File: config.mk
export PLATFORM = sky130hd
export DESIGN_NAME = seq_alu
export DESIGN_NICKNAME = d
export VERILOG_FILES = /design/src/rtl/seq_alu.sv
export SDC_FILE = /design/constraint.sdc
export NUM_CORES = 1
export LEC_CHECK = 0
export CORE_ASPECT_RATIO = 1.1
export CORE_MARGIN = 4
export CORE_UTILIZATION = 32
export DETAILED_ROUTE_END_ITERATION = 7
export HOLD_SLACK_MARGIN = 0.15
export PLACE_DENSITY = 0.5
export SLEW_MARGIN = 20
export SYNTH_ARGS = -nofsm -noshare
export SYNTH_HDL_FRONTEND = slang
export SYNTH_SLANG_ARGS = --single-unit
export TNS_END_PERCENT = 1
File: constraint.sdc
create_clock -name clk -period 3.25 [get_ports clk]
set_input_delay 0.65 -clock clk [delete_from_list [all_inputs] [get_ports clk]]
set_output_delay 0.65 -clock clk [all_outputs]
set_load 0.005 [all_outputs]
File: src/rtl/seq_alu.sv
// ----------------------------------------------------------------------------
// seq_alu -- sequential ALU with a valid/ready request side and a
// valid/ready result side.
//
// Single-cycle operations (ADD, SUB, AND, OR, NOT, XOR, SHL) finish on the
// edge that accepts them. MUL is an unsigned shift-add multiply that takes
// exactly WIDTH extra edges. The block holds at most one operation at a time.
//
// Handshake rules:
//   A request transfers on a rising edge where InValid && InReady.
//   A result is offered while OutValid is high. It is consumed on a rising
//   edge where OutValid && OutReady.
//   Result, flags and OutValid stay stable until that edge.
//   InReady may depend combinationally on OutReady. This lets a new request
//   be accepted on the same edge that retires the held result.
//
// Ports:
//   clk       in   clock; all state changes on the rising edge
//   rst       in   synchronous active-high reset
//   A, B      in   operands, sampled on accept
//   Opcode    in   operation select, sampled on accept
//   InValid   in   request valid
//   InReady   out  block can accept a request this cycle
//   Result    out  registered result
//   Zero      out  Result == 0
//   Carry     out  unsigned carry / borrow / overflow flag
//   Overflow  out  signed overflow flag
//   Negative  out  Result MSB
//   OutValid  out  Result and flags valid
//   OutReady  in   consumer takes the result this cycle
//   Busy      out  high while the multiply is in progress
//   StateDbg  out  current FSM state (0 IDLE, 1 MUL, 2 DONE)
// ----------------------------------------------------------------------------
module seq_alu #(
   parameter int WIDTH = 8
) (
   input  logic             clk,
   input  logic             rst,
   input  logic [WIDTH-1:0] A,
   input  logic [WIDTH-1:0] B,
   input  logic [2:0]       Opcode,
   input  logic             InValid,
   output logic             InReady,
   output logic [WIDTH-1:0] Result,
   output logic             Zero,
   output logic             Carry,
   output logic             Overflow,
   output logic             Negative,
   output logic             OutValid,
   input  logic             OutReady,
   output logic             Busy,
   output logic [1:0]       StateDbg
);

   localparam int CW = $clog2(WIDTH);

   localparam logic [2:0] OP_ADD = 3'b000;
   localparam logic [2:0] OP_SUB = 3'b001;
   localparam logic [2:0] OP_AND = 3'b010;
   localparam logic [2:0] OP_OR  = 3'b011;
   localparam logic [2:0] OP_NOT = 3'b100;
   localparam logic [2:0] OP_XOR = 3'b101;
   localparam logic [2:0] OP_MUL = 3'b110;
   localparam logic [2:0] OP_SHL = 3'b111;

   typedef enum logic [1:0] {
      S_IDLE = 2'd0,
      S_MUL  = 2'd1,
      S_DONE = 2'd2
   } state_t;

   state_t             state_q;
   logic [WIDTH-1:0]   result_q;
   logic               zero_q;
   logic               carry_q;
   logic               ovf_q;
   logic               neg_q;
   logic               out_valid_q;

   // Multiplier datapath: the multiplicand shifts left, the multiplier
   // shifts right, and the accumulator collects the partial products.
   logic [2*WIDTH-1:0] acc_q;
   logic [2*WIDTH-1:0] mcand_q;
   logic [WIDTH-1:0]   mplier_q;
   logic [CW-1:0]      cnt_q;

   logic               accept;
   logic [WIDTH:0]     add_sum;
   logic [WIDTH:0]     sub_sum;
   logic [WIDTH-1:0]   alu_res;
   logic               alu_c;
   logic               alu_v;
   logic [2*WIDTH-1:0] acc_d;
   logic               mul_last;

   // rst gates InReady, so reset also wins over a simultaneous accept.
   assign InReady = !rst && ((state_q == S_IDLE) || ((state_q == S_DONE) && OutReady));
   assign accept  = InValid && InReady;

   assign Result   = result_q;
   assign Zero     = zero_q;
   assign Carry    = carry_q;
   assign Overflow = ovf_q;
   assign Negative = neg_q;
   assign OutValid = out_valid_q;
   assign Busy     = (state_q == S_MUL);
   assign StateDbg = state_q;

   // Single-cycle operation results and flags.
   always_comb begin
      add_sum = {1'b0, A} + {1'b0, B};
      // SUB is A + ~B + 1. The carry out is high when there is no borrow.
      sub_sum = {1'b0, A} + {1'b0, ~B} + {{WIDTH{1'b0}}, 1'b1};
      alu_res = '0;
      alu_c   = 1'b0;
      alu_v   = 1'b0;
      case (Opcode)
         OP_ADD: begin
            alu_res = add_sum[WIDTH-1:0];
            alu_c   = add_sum[WIDTH];
            alu_v   = (A[WIDTH-1] == B[WIDTH-1]) && (add_sum[WIDTH-1] != A[WIDTH-1]);
         end
         OP_SUB: begin
            alu_res = sub_sum[WIDTH-1:0];
            alu_c   = sub_sum[WIDTH];
            alu_v   = (A[WIDTH-1] != B[WIDTH-1]) && (sub_sum[WIDTH-1] != A[WIDTH-1]);
         end
         OP_AND: alu_res = A & B;
         OP_OR:  alu_res = A | B;
         OP_NOT: alu_res = ~A;
         OP_XOR: alu_res = A ^ B;
         OP_SHL: begin
            alu_res = {A[WIDTH-2:0], 1'b0};
            alu_c   = A[WIDTH-1];
            alu_v   = A[WIDTH-1] ^ A[WIDTH-2];
         end
         default: alu_res = '0;  // MUL is handled by the multiplier path
      endcase
   end

   // One shift-add step. The last step's sum is the finished product.
   always_comb begin
      acc_d    = acc_q + (mplier_q[0] ? mcand_q : {2*WIDTH{1'b0}});
      mul_last = (cnt_q == CW'(WIDTH - 1));
   end

   always_ff @(posedge clk) begin
      if (rst) begin
         state_q     <= S_IDLE;
         result_q    <= '0;
         zero_q      <= 1'b0;
         carry_q     <= 1'b0;
         ovf_q       <= 1'b0;
         neg_q       <= 1'b0;
         out_valid_q <= 1'b0;
         acc_q       <= '0;
         mcand_q     <= '0;
         mplier_q    <= '0;
         cnt_q       <= '0;
      end else begin
         case (state_q)
            S_IDLE, S_DONE: begin
               if (accept) begin
                  if (Opcode == OP_MUL) begin
                     state_q     <= S_MUL;
                     out_valid_q <= 1'b0;
                     acc_q       <= '0;
                     mcand_q     <= {{WIDTH{1'b0}}, A};
                     mplier_q    <= B;
                     cnt_q       <= '0;
                  end else begin
                     state_q     <= S_DONE;
                     result_q    <= alu_res;
                     zero_q      <= (alu_res == '0);
                     carry_q     <= alu_c;
                     ovf_q       <= alu_v;
                     neg_q       <= alu_res[WIDTH-1];
                     out_valid_q <= 1'b1;
                  end
               end else if ((state_q == S_DONE) && OutReady) begin
                  state_q     <= S_IDLE;
                  out_valid_q <= 1'b0;
               end
            end
            S_MUL: begin
               acc_q    <= acc_d;
               mcand_q  <= mcand_q << 1;
               mplier_q <= mplier_q >> 1;
               cnt_q    <= cnt_q + CW'(1);
               if (mul_last) begin
                  state_q     <= S_DONE;
                  result_q    <= acc_d[WIDTH-1:0];
                  zero_q      <= (acc_d[WIDTH-1:0] == '0);
                  carry_q     <= |acc_d[2*WIDTH-1:WIDTH];
                  ovf_q       <= |acc_d[2*WIDTH-1:WIDTH];
                  neg_q       <= acc_d[WIDTH-1];
                  out_valid_q <= 1'b1;
               end
            end
            default: begin
               state_q     <= S_IDLE;
               out_valid_q <= 1'b0;
            end
         endcase
      end
   end

endmodule

==> flow_summary.rst, run 1 <==
.. list-table::
   :header-rows: 1

   * - Metric
     - Value
   * - Adder-Cell Fraction of Synth Area
     - 13.0%
   * - Vias per cell
     - 5.24
   * - Starting DRC count in detailed routing
     - 319
   * - Footprint of the multi-input gates
     - just over 3000 sq um
   * - Max-capacitance violation count
     - 0
   * - Post-synthesis simple-gate area fraction
     - 23.3%
   * - Clock transition at the registers of the reported paths
     - 0.08 ns
   * - Master cell of the clock root buffer
     - sky130_fd_sc_hd__clkbuf_16
   * - Diode count
     - 0
   * - Post-synthesis area per instance
     - 7.69 sq um
   * - Largest fanout on the critical path
     - 3
   * - Post-synth top area cell
     - sky130_fd_sc_hd__dfxtp_1
   * - Post-Route Skew
     - 0.0122 ns
   * - Final Hold Viols
     - 0
   * - Cell leakage power
     - ~2.3 nW
   * - Endpoint type of the worst setup path
     - flop
   * - Kind of critical path
     - in -> reg
   * - Post-detailed-placement cell area
     - 5280 sq um
   * - Num CTS Buffers
     - 5
   * - Total met3 wirelength after detailed routing
     - 436 um
   * - Stage delay of the slowest cell on the critical path
     - 0.49 ns
   * - Clock latency at the later pin of the worst-skew pair
     - 0.30 ns
   * - Reg2reg end
     - Overflow
   * - Power per cell area
     - 307 nW/um^2
   * - Routability-driven placement congestion ratio
     - 0.841
   * - Cells traversed along the worst timing path
     - clkdlybuf4s50_1 > buf_4 > ha_1 > fa_1 > o21bai_1 > a21oi_1 > o211ai_1 > a221oi_1 > xnor2_1 > o22ai_2 > or3_1 > o22ai_1
   * - Path type of the worst min-delay path
     - reg -> reg
   * - Delay-heaviest family, CP
     - compound AO/OA/AOI/OAI gates
   * - Multiplexer share of the synthesized area
     - 2.16%
   * - Via count
     - 4309
   * - Core area
     - 13300 sq um
   * - CP Data Arrival Time
     - 3.33 ns
   * - Final instance area
     - about 5500 sq um
   * - Crit path time final
     - 3.11 ns
   * - Area of the die
     - 15700 sq um
   * - Die width
     - 120 um
   * - Worst rel slew slack
     - 58.5%
   * - Deepest clock path buffer count
     - 2
   * - Overflow left after global routing
     - 0
   * - HPWL after DPL
     - 9.73 mm
   * - Area share of the largest cell type after synthesis
     - roughly a quarter
   * - Number of failing setup endpoints in the final timing report
     - 0
   * - Share of the synthesized netlist area taken by xor and xnor gates
     - 4.17%
   * - Result of the run
     - finished clean
   * - Launching point of the worst reg2reg path
     - mplier_q[0]
   * - Worst Setup Start Kind
     - primary input
   * - Internal reg-to-reg setup slack
     - 0.18 ns
   * - Post-Synthesis Net Count
     - 640
   * - Commonest cells in the synthesized netlist
     - 74 x sky130_fd_sc_hd__nand2_1, 56 x sky130_fd_sc_hd__dfxtp_1, 54 x sky130_fd_sc_hd__a21oi_1, 45 x sky130_fd_sc_hd__nor2_1, 41 x sky130_fd_sc_hd__ha_1
   * - Number of filler instances in the final layout
     - 1422
   * - Synth async-reset ratio
     - 0%
   * - Buffers and inverters on the worst path
     - 2
   * - Post-route DRC violation count
     - 0
   * - R2R cell count
     - 11
   * - Uppermost metal layer occupied by signal nets
     - met4
   * - Non-filler cells in the finished layout
     - 822
   * - Number of top-level pins
     - 40
   * - Vertical extent of the die
     - 131 um
   * - Effective utilization at floorplan
     - 33.1%
   * - Proportion of layout cells with a drive suffix above 1
     - between 10% and 20%
   * - Detail Route Antenna Nets
     - 0
   * - Unrepaired setup endpoints after global routing
     - true
   * - Final Net Count
     - 704
   * - Fraction of the mapped netlist area in compound gates
     - 25.5%
   * - Post-synthesis instance area
     - 4410 sq um
   * - Vias in the first global route
     - 4194
   * - Routed wire length on met2
     - 6.02 mm
   * - Cell type of the slowest stage on the worst timing path
     - sky130_fd_sc_hd__clkdlybuf4s50_1
   * - Number of cells in the design after placement
     - between 800 and 900
   * - Required time reported for the critical path endpoint
     - 3.47 ns
   * - IR drop worst, VDD
     - 258 uV
   * - Count of cell types in the netlist
     - 70
   * - TritonCTS clock tree
     - yes
   * - Number of I/O port buffers
     - 39
   * - CP Depth
     - 12
   * - Total track usage
     - 16.6%
   * - Main area contributors after synthesis
     - sky130_fd_sc_hd__dfxtp_1 25%, sky130_fd_sc_hd__ha_1 12%, sky130_fd_sc_hd__nand2_1 6.3%, sky130_fd_sc_hd__a21oi_1 6.1%, sky130_fd_sc_hd__nor2_1 3.8%
   * - Synthesized flop and latch total
     - 56
   * - Final number of max-transition violations
     - 0
   * - Reg area
     - 1120 sq um
   * - Number of H-tree levels
     - 2
   * - Wire per inst
     - 15.4 um
   * - Fraction of the cycle the final worst path needs
     - 95.8%
   * - Metal-1 WL
     - 5.98 mm
   * - Detailed-route wire length
     - 12.7 mm
   * - Leading cell type by number of instances after synthesis
     - sky130_fd_sc_hd__nand2_1
   * - First-pass iteration count of the detailed router
     - 4
   * - Row count
     - 44
   * - Sequential fraction of the synthesis area
     - about a quarter
   * - Clock sink total
     - 56
   * - Post-placement setup slack
     - -0.197 ns
   * - Pin slew with the least headroom to its limit
     - 0.623 ns
   * - P&R area growth vs syn
     - 24.4%
   * - CP Capture Point
     - Zero
   * - Largest net degree at the start of global routing
     - between 50 and 60
   * - Post-route worst setup slack
     - ~0.14 ns
   * - Instance count of the mapped netlist
     - 573
   * - Critical path origin
     - B[0]
   * - Number of enable flip-flop cells after synthesis
     - 0
   * - Antenna violations before repair
     - 0
   * - Yosys Warn Count
     - 0
   * - FMAX
     - 0.321 GHz
   * - Leading register cell type out of synthesis
     - sky130_fd_sc_hd__dfxtp_1
   * - Largest family of logic cells by synthesized area
     - compound AO/OA/AOI/OAI gates
   * - Global-route wire length before repair
     - 21.1 mm
[how the worst min path moves through the flow]
stage | from | to | depth (start not counted) | slack, ns
after global routing | mcand_q[15] | mcand_q[15] | 2 | 0.49
final | Result[0] | Result[0] | 2 | 0.45
after floorplan | mcand_q[9] | mcand_q[10] | 2 | 0.44
after CTS | Result[0] | Result[0] | 2 | 0.45
after detailed placement | Result[0] | Result[0] | 2 | 0.44
after global placement | Result[0] | Result[0] | 2 | 0.44
[cell usage in the layout (no fill, tap or decap), types with 3 or more instances in the layout]
| master | instances |
|---|---|
| sky130_fd_sc_hd__buf_4 | 56 |
| sky130_fd_sc_hd__nand4_1 | 4 |
| sky130_fd_sc_hd__nor3_1 | 11 |
| sky130_fd_sc_hd__nand2_1 | 74 |
| sky130_fd_sc_hd__a21o_1 | 8 |
| sky130_fd_sc_hd__o21ai_0 | 17 |
| sky130_fd_sc_hd__o211ai_1 | 4 |
| sky130_fd_sc_hd__a21oi_1 | 53 |
| sky130_fd_sc_hd__nand2b_1 | 10 |
| sky130_fd_sc_hd__xor2_1 | 6 |
| sky130_fd_sc_hd__ha_1 | 40 |
| sky130_fd_sc_hd__o31ai_1 | 3 |
| sky130_fd_sc_hd__and2_1 | 16 |
| sky130_fd_sc_hd__a22oi_1 | 4 |
| sky130_fd_sc_hd__nor2b_1 | 3 |
| sky130_fd_sc_hd__nand3_1 | 30 |
| sky130_fd_sc_hd__o21a_1 | 5 |
| sky130_fd_sc_hd__clkbuf_16 | 5 |
| sky130_fd_sc_hd__o21bai_1 | 5 |
| sky130_fd_sc_hd__o21ai_1 | 4 |
| sky130_fd_sc_hd__o22ai_1 | 3 |
| sky130_fd_sc_hd__a311oi_1 | 15 |
| sky130_fd_sc_hd__xnor2_1 | 15 |
| sky130_fd_sc_hd__a31oi_1 | 5 |
| sky130_fd_sc_hd__mux2i_1 | 5 |
| sky130_fd_sc_hd__nor2_1 | 45 |
| sky130_fd_sc_hd__clkdlybuf4s50_1 | 38 |
| sky130_fd_sc_hd__dfxtp_1 | 56 |
| sky130_fd_sc_hd__inv_1 | 25 |
| sky130_fd_sc_hd__a211oi_1 | 5 |
| sky130_fd_sc_hd__a221oi_1 | 5 |
[per-stage QoR]
step	TNS [ns]	utilization, %	total power [W]	hold WS, ns
2_1_floorplan	0	-	0.000942	0.441
3_3_place_gp	-0.491	39.6	0.00112	0.442
3_5_place_dp	-0.688	39.6	0.00113	0.444
4_1_cts	0	40.8	0.00170	0.454
5_1_grt	-0.0419	41.2	0.00178	0.492
6_report	0	41.2	0.00169	0.451
[flip-flops by register name, indices dropped and copies added (netlist names)]
signal / flops
Zero: 1
cnt_q: 3
mcand_q: 16
StateDbg: 2
Overflow: 1
acc_q: 16
mplier_q: 8
Result: 8
Carry: 1
[report_power, final]
group / internal (W) / total (W) / switching (W)
Combinational: 0.000198 / 0.000404 / 0.000206
Sequential: 0.000701 / 0.000711 / 0.0000101
Clock: 0.000308 / 0.000570 / 0.000262
[timing repair]
| item | CTS | global route |
|---|---|---|
| setup endpoints to repair | 2 | 5 |
| hold buffers | 0 | 0 |
| buffers inserted | 0 | 1 |
| pin swaps | 1 | 5 |
| resized for setup | 0 | 11 |
[kinds of logic after synthesis]
kind of cell    Yosys count
compound gates          165
xor+xnor                 21
fa+ha+maj                44
buf+inv                  65
flops                    56
mux                       8
simple gates            214
[layer usage]
layer | up-vias | GRT usage, %
met5 | - | 0
met4 | 0 | 5.12
met3 | 14 | 2.06
met2 | 90 | 27.9
met1 | 2029 | 22.3
li1 | 2176 | -
[worst register-to-register path: stages (launching register included)]
cell and delay, ns:
sky130_fd_sc_hd__dfxtp_1 0.33, sky130_fd_sc_hd__buf_4 0.16, sky130_fd_sc_hd__and2_1 0.16, sky130_fd_sc_hd__ha_1 0.33, sky130_fd_sc_hd__a41o_1 0.29, sky130_fd_sc_hd__o31ai_4 0.20
sky130_fd_sc_hd__o211ai_2 0.13, sky130_fd_sc_hd__a21oi_2 0.16, sky130_fd_sc_hd__xnor2_1 0.11, sky130_fd_sc_hd__or4_4 0.56, sky130_fd_sc_hd__nor4b_4 0.38, sky130_fd_sc_hd__o31ai_1 0.12
[layout make-up]
class | instances | area share, %
Multi-Input combinational cell | 452 | 55.7
Sequential cell | 56 | 20.4
Timing Repair Buffer | 96 | 15.1
Tap cell | 184 | 4.20
Clock buffer | 6 | 2.53
Inverter | 26 | 1.78
Clock inverter | 2 | 0.274
(Power assumes the default switching activity.)
==> run 2, diff against run 1 <==
--- a/config.mk
+++ b/config.mk
@@ -11,6 +11,7 @@
 export DETAILED_ROUTE_END_ITERATION = 7
 export HOLD_SLACK_MARGIN = 0.15
 export PLACE_DENSITY = 0.5
+export SKIP_LAST_GASP = 1
 export SLEW_MARGIN = 20
 export SYNTH_ARGS = -nofsm -noshare
 export SYNTH_HDL_FRONTEND = slang
==> run 2 against run 1 <==
Sequential cell count unchanged. Via count is 0.28% lower. Sequential power about the same. Register-to-register slack worse by 0.03 ns. Critical path type is now reg -> reg. Highest routed layer unchanged. Critical endpoint is now Overflow. Clock skew barely moved.
==> flow_summary.rst, run 2 (synthesis gave the netlist of run 1 again) <==
.. list-table::
   :header-rows: 1

   * - Metric
     - Value
   * - Top flop regs
     - acc_q: 16 flops, mcand_q: 16 flops
   * - Reg2reg end
     - Overflow
   * - Highest-count cells in the layout ignoring fill and taps
     - 74 x sky130_fd_sc_hd__nand2_1, 56 x sky130_fd_sc_hd__dfxtp_1, 56 x sky130_fd_sc_hd__buf_4, 53 x sky130_fd_sc_hd__a21oi_1, 45 x sky130_fd_sc_hd__nor2_1
   * - Kind of critical path
     - reg -> reg
   * - Global-route wire length before repair
     - approximately 21 mm
   * - Die width
     - 120 um
   * - Row count
     - between 40 and 50
   * - Vias in the first global route
     - approximately 4200
   * - Part of the power in registers
     - 42.2%
   * - Clock transition at the registers of the reported paths
     - around 0.080 ns
   * - Cell leakage power
     - 2.31 nW
   * - Largest fanout on the critical path
     - 4
   * - Portion of total power attributed to the clock network
     - about a third
   * - FMAX
     - approximately 0.32 GHz
   * - First-pass iteration count of the detailed router
     - 4
   * - Final Hold Viols
     - 0
   * - Post-Route Skew
     - 0.0125 ns
   * - Core area
     - roughly 13000 sq um
   * - Crit path time final
     - 3.10 ns
   * - IR drop worst, VDD
     - 256 uV
   * - Unrepaired setup endpoints after global routing
     - true
   * - Detailed-route wire length
     - 12.7 mm
   * - Post-detailed-placement cell area
     - ~5300 sq um
   * - Routability-driven placement congestion ratio
     - 0.841
   * - Proportion of layout cells with a drive suffix above 1
     - 13.6%
   * - Diode count
     - 0
   * - Routing usage on met2
     - 27.9%
   * - Power after layout
     - 0.00169 W
   * - Deepest clock path buffer count
     - 2
   * - Startpoint of the most critical hold path
     - Result[0]
   * - Wire per inst
     - 15.5 um
   * - CP Data Arrival Time
     - roughly 3.3 ns
   * - Most congested layer reported by global routing
     - met2
   * - Fraction of the cycle the final worst path needs
     - 95.5%
   * - Launching point of the worst reg2reg path
     - mcand_q[0]
   * - Largest net degree at the start of global routing
     - 59
   * - Worst Setup Start Kind
     - flop
   * - Most frequent standard cell in the layout excluding fill and tap cells
     - sky130_fd_sc_hd__nand2_1
   * - Endpoint type of the worst setup path
     - flop
   * - Via count
     - approximately 4300
   * - Switching share of total power
     - between 20% and 30%
   * - Num CTS Buffers
     - 5
   * - Number of buffers inserted for hold repair after clock tree synthesis
     - 0
   * - Detail Route Antenna Nets
     - 0
   * - Required time reported for the critical path endpoint
     - approximately 3.4 ns
   * - Met3 global-route usage
     - 2.06%
   * - Vias per cell
     - 5.23
   * - Combinational Power Share
     - 23.9%
   * - Hold depth
     - 2
   * - Total track usage
     - 16.6%
   * - Power per cell area
     - 309 nW/um^2
   * - Number of H-tree levels
     - 2
   * - Number of top-level pins
     - 40
   * - Final instance area
     - roughly 5500 sq um
   * - Max-capacitance violation count
     - 0
   * - Vertical extent of the die
     - 131 um
   * - Post-Route Utilization
     - between 40% and 50%
   * - Path type of the worst min-delay path
     - reg -> reg
   * - R2R cell count
     - 11
   * - Internal reg-to-reg setup slack
     - 0.15 ns
   * - HPWL after DPL
     - 9.73 mm
   * - Effective utilization at floorplan
     - 33.1%
   * - Global routing usage on met1
     - around 22%
   * - Final Net Count
     - 704
   * - Master cell of the clock root buffer
     - sky130_fd_sc_hd__clkbuf_16
   * - Clock sink total
     - 56
   * - Net load switching power
     - 0.000480 W
   * - Area of the die
     - ~16000 sq um
   * - Internal power
     - approximately 0.0012 W
   * - Clock latency at the later pin of the worst-skew pair
     - approximately 0.3 ns
   * - Number of I/O port buffers
     - 39
   * - Final number of max-transition violations
     - 0
   * - TritonCTS clock tree
     - yes
   * - Result of the run
     - finished clean
   * - Number of failing setup endpoints in the final timing report
     - 0
   * - Post-route DRC violation count
     - 0
   * - Starting DRC count in detailed routing
     - 260
   * - End point of the worst hold path
     - Result[0]
   * - Worst rel slew slack
     - 59.0%
   * - P&R area growth vs syn
     - 23.9%
   * - Overflow left after global routing
     - 0
   * - Pin slew with the least headroom to its limit
     - 0.615 ns
   * - Antenna violations before repair
     - 0
-- run 2: changes by cell type in the layout (fill, tap and decap cells not counted) --
cell,change
sky130_fd_sc_hd__and3_4,-1
sky130_fd_sc_hd__o221ai_2,-1
sky130_fd_sc_hd__fa_2,-1
sky130_fd_sc_hd__a21o_1,+1
sky130_fd_sc_hd__fa_1,+1
sky130_fd_sc_hd__a21o_4,-1
sky130_fd_sc_hd__and3_1,+1
sky130_fd_sc_hd__o221ai_1,+1
-- run 2: through the flow --
step | hold WS (ns) | std cells | setup slack [ns] | setup TNS [ns]
after CTS | 0.454 | 821 | 0.00764 | 0
after global placement | 0.442 | 813 | -0.155 | -0.491
final | 0.452 | 822 | 0.147 | 0
after floorplan | 0.441 | 573 | 0.223 | 0
after detailed placement | 0.444 | 813 | -0.197 | -0.688
after global routing | 0.492 | 822 | -0.0450 | -0.141
-- run 2: layout make-up --
| class | count | area (sq um) |
|---|---|---|
| timing repair buffer | 96 | 826 |
| clock buffer | 6 | 139 |
| fill | 1425 | 7860 |
| inverter | 26 | 97.6 |
| sequential | 56 | 1120 |
| multi-input combinational | 452 | 3030 |
| tap | 184 | 230 |
| clock inverter | 2 | 15.0 |
-- run 2: how the worst max path moves through the flow --
stage | start | endpoint | slack, ns | cells after the start
detailed placement | A[0] | Result[6] | -0.20 | 12
global route | mcand_q[0] | Overflow | -0.05 | 11
floorplan | mplier_q[0] | Overflow | 0.22 | 12
global placement | A[0] | Zero | -0.16 | 11
CTS | mplier_q[0] | Overflow | 0.008 | 11
finish | mcand_q[0] | Overflow | 0.15 | 11
-- run 2: critical path: stages, from the launching register on --
cell,delay (ns)
sky130_fd_sc_hd__dfxtp_1,0.32
sky130_fd_sc_hd__and2_1,0.17
sky130_fd_sc_hd__ha_1,0.21
sky130_fd_sc_hd__fa_1,0.42
sky130_fd_sc_hd__a21oi_2,0.18
sky130_fd_sc_hd__o22a_2,0.21
sky130_fd_sc_hd__nor2b_2,0.17
sky130_fd_sc_hd__or2_0,0.13
sky130_fd_sc_hd__a31oi_1,0.11
sky130_fd_sc_hd__or4_4,0.54
sky130_fd_sc_hd__nor4b_4,0.37
sky130_fd_sc_hd__o31ai_1,0.12
-- run 2: power by group through the flow --
stage	registers, W	logic (W)	clock network [W]
floorplan	0.000726	0.000216	0
global placement	0.000727	0.000397	0
CTS	0.000712	0.000400	0.000590
detailed placement	0.000728	0.000398	0
finish	0.000711	0.000403	0.000572
global route	0.000713	0.000446	0.000618
-- run 2: per-layer routing --
| layer | up-vias | routed length (um) |
|---|---|---|
| li1 | 2173 | - |
| met1 | 2027 | 6090 |
| met2 | 83 | 6000 |
| met3 | 14 | 376 |
| met4 | 0 | 261 |
| met5 | - | 0 |
-- run 2: repair_timing --
item	CTS	global route
buffers inserted	0	1
endpoints found under the setup margin	2	5
gates resized for setup	0	7
pin swaps	1	3
==> run 3, diff against run 2 <==
--- a/config.mk
+++ b/config.mk
@@ -8,9 +8,11 @@
 export CORE_ASPECT_RATIO = 1.1
 export CORE_MARGIN = 4
 export CORE_UTILIZATION = 32
+export CTS_CLUSTER_DIAMETER = 150
 export DETAILED_ROUTE_END_ITERATION = 7
 export HOLD_SLACK_MARGIN = 0.15
 export PLACE_DENSITY = 0.5
+export SKIP_CTS_REPAIR_TIMING = 1
 export SKIP_LAST_GASP = 1
 export SLEW_MARGIN = 20
 export SYNTH_ARGS = -nofsm -noshare
==> run 3 against run 2 <==
Cell count decreased by 0.12%. Setup slack gained 0.014 ns. Via count fell by 0.33%. Sequential share of layout area hardly changed.
==> flow_summary.rst, run 3 (synthesis gave the netlist of run 1 again) <==
.. list-table::
   :header-rows: 1

   * - Metric
     - Value
   * - Hold depth
     - 2
   * - Internal reg-to-reg setup slack
     - 0.16 ns
   * - Delay-heaviest family, CP
     - simple AND/OR/NAND/NOR gates
   * - Startpoint of the most critical hold path
     - Result[0]
   * - Cells traversed along the worst timing path
     - and2_1 > ha_1 > fa_1 > a21oi_2 > o22a_2 > nor2b_2 > or2_0 > a31oi_1 > or4_4 > nor4b_4 > o31ai_1
   * - Vias per cell
     - 5.22
   * - Most frequent standard cell in the layout excluding fill and tap cells
     - sky130_fd_sc_hd__nand2_1
   * - Largest net degree at the start of global routing
     - between 50 and 60
   * - Clock latency at the later pin of the worst-skew pair
     - 0.30 ns
   * - Deepest clock path buffer count
     - 2
   * - IR drop worst, VDD
     - 256 uV
   * - Worst Setup Start Kind
     - flop
   * - HPWL after DPL
     - 9.73 mm
   * - Detailed-route wire length
     - 12.7 mm
   * - Post-placement setup slack
     - -0.197 ns
   * - Overflow left after global routing
     - 0
   * - Stage delay of the slowest cell on the critical path
     - 0.54 ns
   * - Top flop regs
     - acc_q: 16 flops, mcand_q: 16 flops
   * - Post-Route Utilization
     - 40.9%
   * - First-pass iteration count of the detailed router
     - 4
   * - Max-capacitance violation count
     - 0
   * - Endpoint type of the worst setup path
     - flop
   * - Final Hold Viols
     - 0
   * - Crit path time final
     - approximately 3.1 ns
   * - CP Data Arrival Time
     - approximately 3.3 ns
   * - Vias in the first global route
     - between 4000 and 5000
   * - Result of the run
     - finished clean
   * - Number of filler instances in the final layout
     - 1424
   * - Cell type of the slowest stage on the worst timing path
     - sky130_fd_sc_hd__or4_4
   * - Total track usage
     - between 10% and 20%
   * - Highest-count cells in the layout ignoring fill and taps
     - 74 x sky130_fd_sc_hd__nand2_1, 56 x sky130_fd_sc_hd__dfxtp_1, 55 x sky130_fd_sc_hd__buf_4, 53 x sky130_fd_sc_hd__a21oi_1, 45 x sky130_fd_sc_hd__nor2_1
   * - Largest fanout on the critical path
     - 4
   * - Number of I/O port buffers
     - 39
   * - Post-route worst setup slack
     - roughly 0.16 ns
   * - Master cell of the clock root buffer
     - sky130_fd_sc_hd__clkbuf_16
   * - Reg2reg end
     - Overflow
   * - Core area
     - 13300 sq um
   * - Detail Route Antenna Nets
     - 0
   * - Vertical extent of the die
     - 131 um
   * - Num CTS Buffers
     - 5
   * - Kind of critical path
     - reg -> reg
   * - R2R cell count
     - 11
   * - Final Net Count
     - 703
   * - Unrepaired setup endpoints after global routing
     - true
   * - Pin slew with the least headroom to its limit
     - 0.630 ns
   * - Antenna violations before repair
     - 0
   * - Fraction of the cycle the final worst path needs
     - 95.0%
   * - Wire per inst
     - 15.5 um
   * - End point of the worst hold path
     - Result[0]
   * - Buffers and inverters on the worst path
     - 0
   * - Die width
     - approximately 120 um
   * - Via count
     - 4283
   * - Clock sink total
     - 56
   * - Effective utilization at floorplan
     - 33.1%
   * - Post-Route Skew
     - 0.0126 ns
   * - P&R area growth vs syn
     - 23.7%
   * - TritonCTS clock tree
     - yes
   * - Diode count
     - 0
   * - Clock transition at the registers of the reported paths
     - 0.08 ns
   * - Number of top-level pins
     - 40
   * - Area of the die
     - roughly 16000 sq um
   * - Final number of max-transition violations
     - 0
   * - Setup TNS after final layout
     - 0 ns
   * - Cell leakage power
     - 2.30 nW
   * - Launching point of the worst reg2reg path
     - mcand_q[0]
   * - Worst rel slew slack
     - 58.0%
   * - Number of H-tree levels
     - 2
   * - Path type of the worst min-delay path
     - reg -> reg
   * - Starting DRC count in detailed routing
     - 300
   * - Row count
     - 44
   * - FMAX
     - 0.324 GHz
   * - Number of failing setup endpoints in the final timing report
     - 0
   * - Global-route wire length before repair
     - between 20 and 25 mm
   * - Routability-driven placement congestion ratio
     - 0.841
   * - Required time reported for the critical path endpoint
     - 3.41 ns
   * - Post-route DRC violation count
     - 0
   * - Proportion of layout cells with a drive suffix above 1
     - 13.5%
   * - Power per cell area
     - approximately 300 nW/um^2
==> run 3: cell types whose count changed in the layout (fill, tap and decap cells not counted), sizes merged <==
cell / delta
buf: -1
==> run 3: area by class of cell <==
type / instances / area (sq um) / area share (%)
clock buffers: 6 / 139 / 2.55
clock inverters: 2 / 15.0 / 0.275
flip-flops and latches: 56 / 1120 / 20.6
well taps: 184 / 230 / 4.22
multi-input cells: 452 / 3030 / 55.6
repair buffers: 95 / 818 / 15.0
inverters: 26 / 97.6 / 1.79
==> run 3: worst min-delay path: stages (launching register included) <==
cell and delay (ns):
sky130_fd_sc_hd__dfxtp_1 0.31, sky130_fd_sc_hd__nand2_1 0.05, sky130_fd_sc_hd__a21oi_1 0.05
==> run 3: power by group <==
group	internal, W	leakage (nW)	total (W)	switching (W)
combinational	0.000197	1.78	0.000403	0.000206
sequential	0.000701	0.453	0.000711	0.0000102
clock	0.000308	0.0691	0.000572	0.000264
total	0.00121	2.30	0.00169	0.000480
==> run 3: worst max-delay path by stage <==
stage,endpoint,slack [ns],cells after the start,startpoint
detailed placement,Result[6],-0.20,12,A[0]
floorplan,Overflow,0.22,12,mplier_q[0]
global route,Overflow,-0.04,11,mcand_q[0]
finish,Overflow,0.16,11,mcand_q[0]
global placement,Zero,-0.16,11,A[0]
CTS,Overflow,-0.04,11,mplier_q[0]
==> run 3: per-layer routing <==
layer / GRT usage, % / share of wire [%]
met1: 22.3 / 48
met2: 27.9 / 47
met3: 2.06 / 2.8
met4: 5.12 / 2.0
met5: 0 / 0
==> run 3: stage by stage <==
stage | instances | total power, W | hold WS, ns | instance area [sq um]
2_1_floorplan | 573 | 0.000942 | 0.441 | 4410
3_3_place_gp | 813 | 0.00112 | 0.442 | 5280
3_5_place_dp | 813 | 0.00113 | 0.444 | 5280
4_1_cts | 821 | 0.00170 | 0.454 | 5430
5_1_grt | 821 | 0.00178 | 0.492 | 5450
6_report | 821 | 0.00169 | 0.452 | 5450
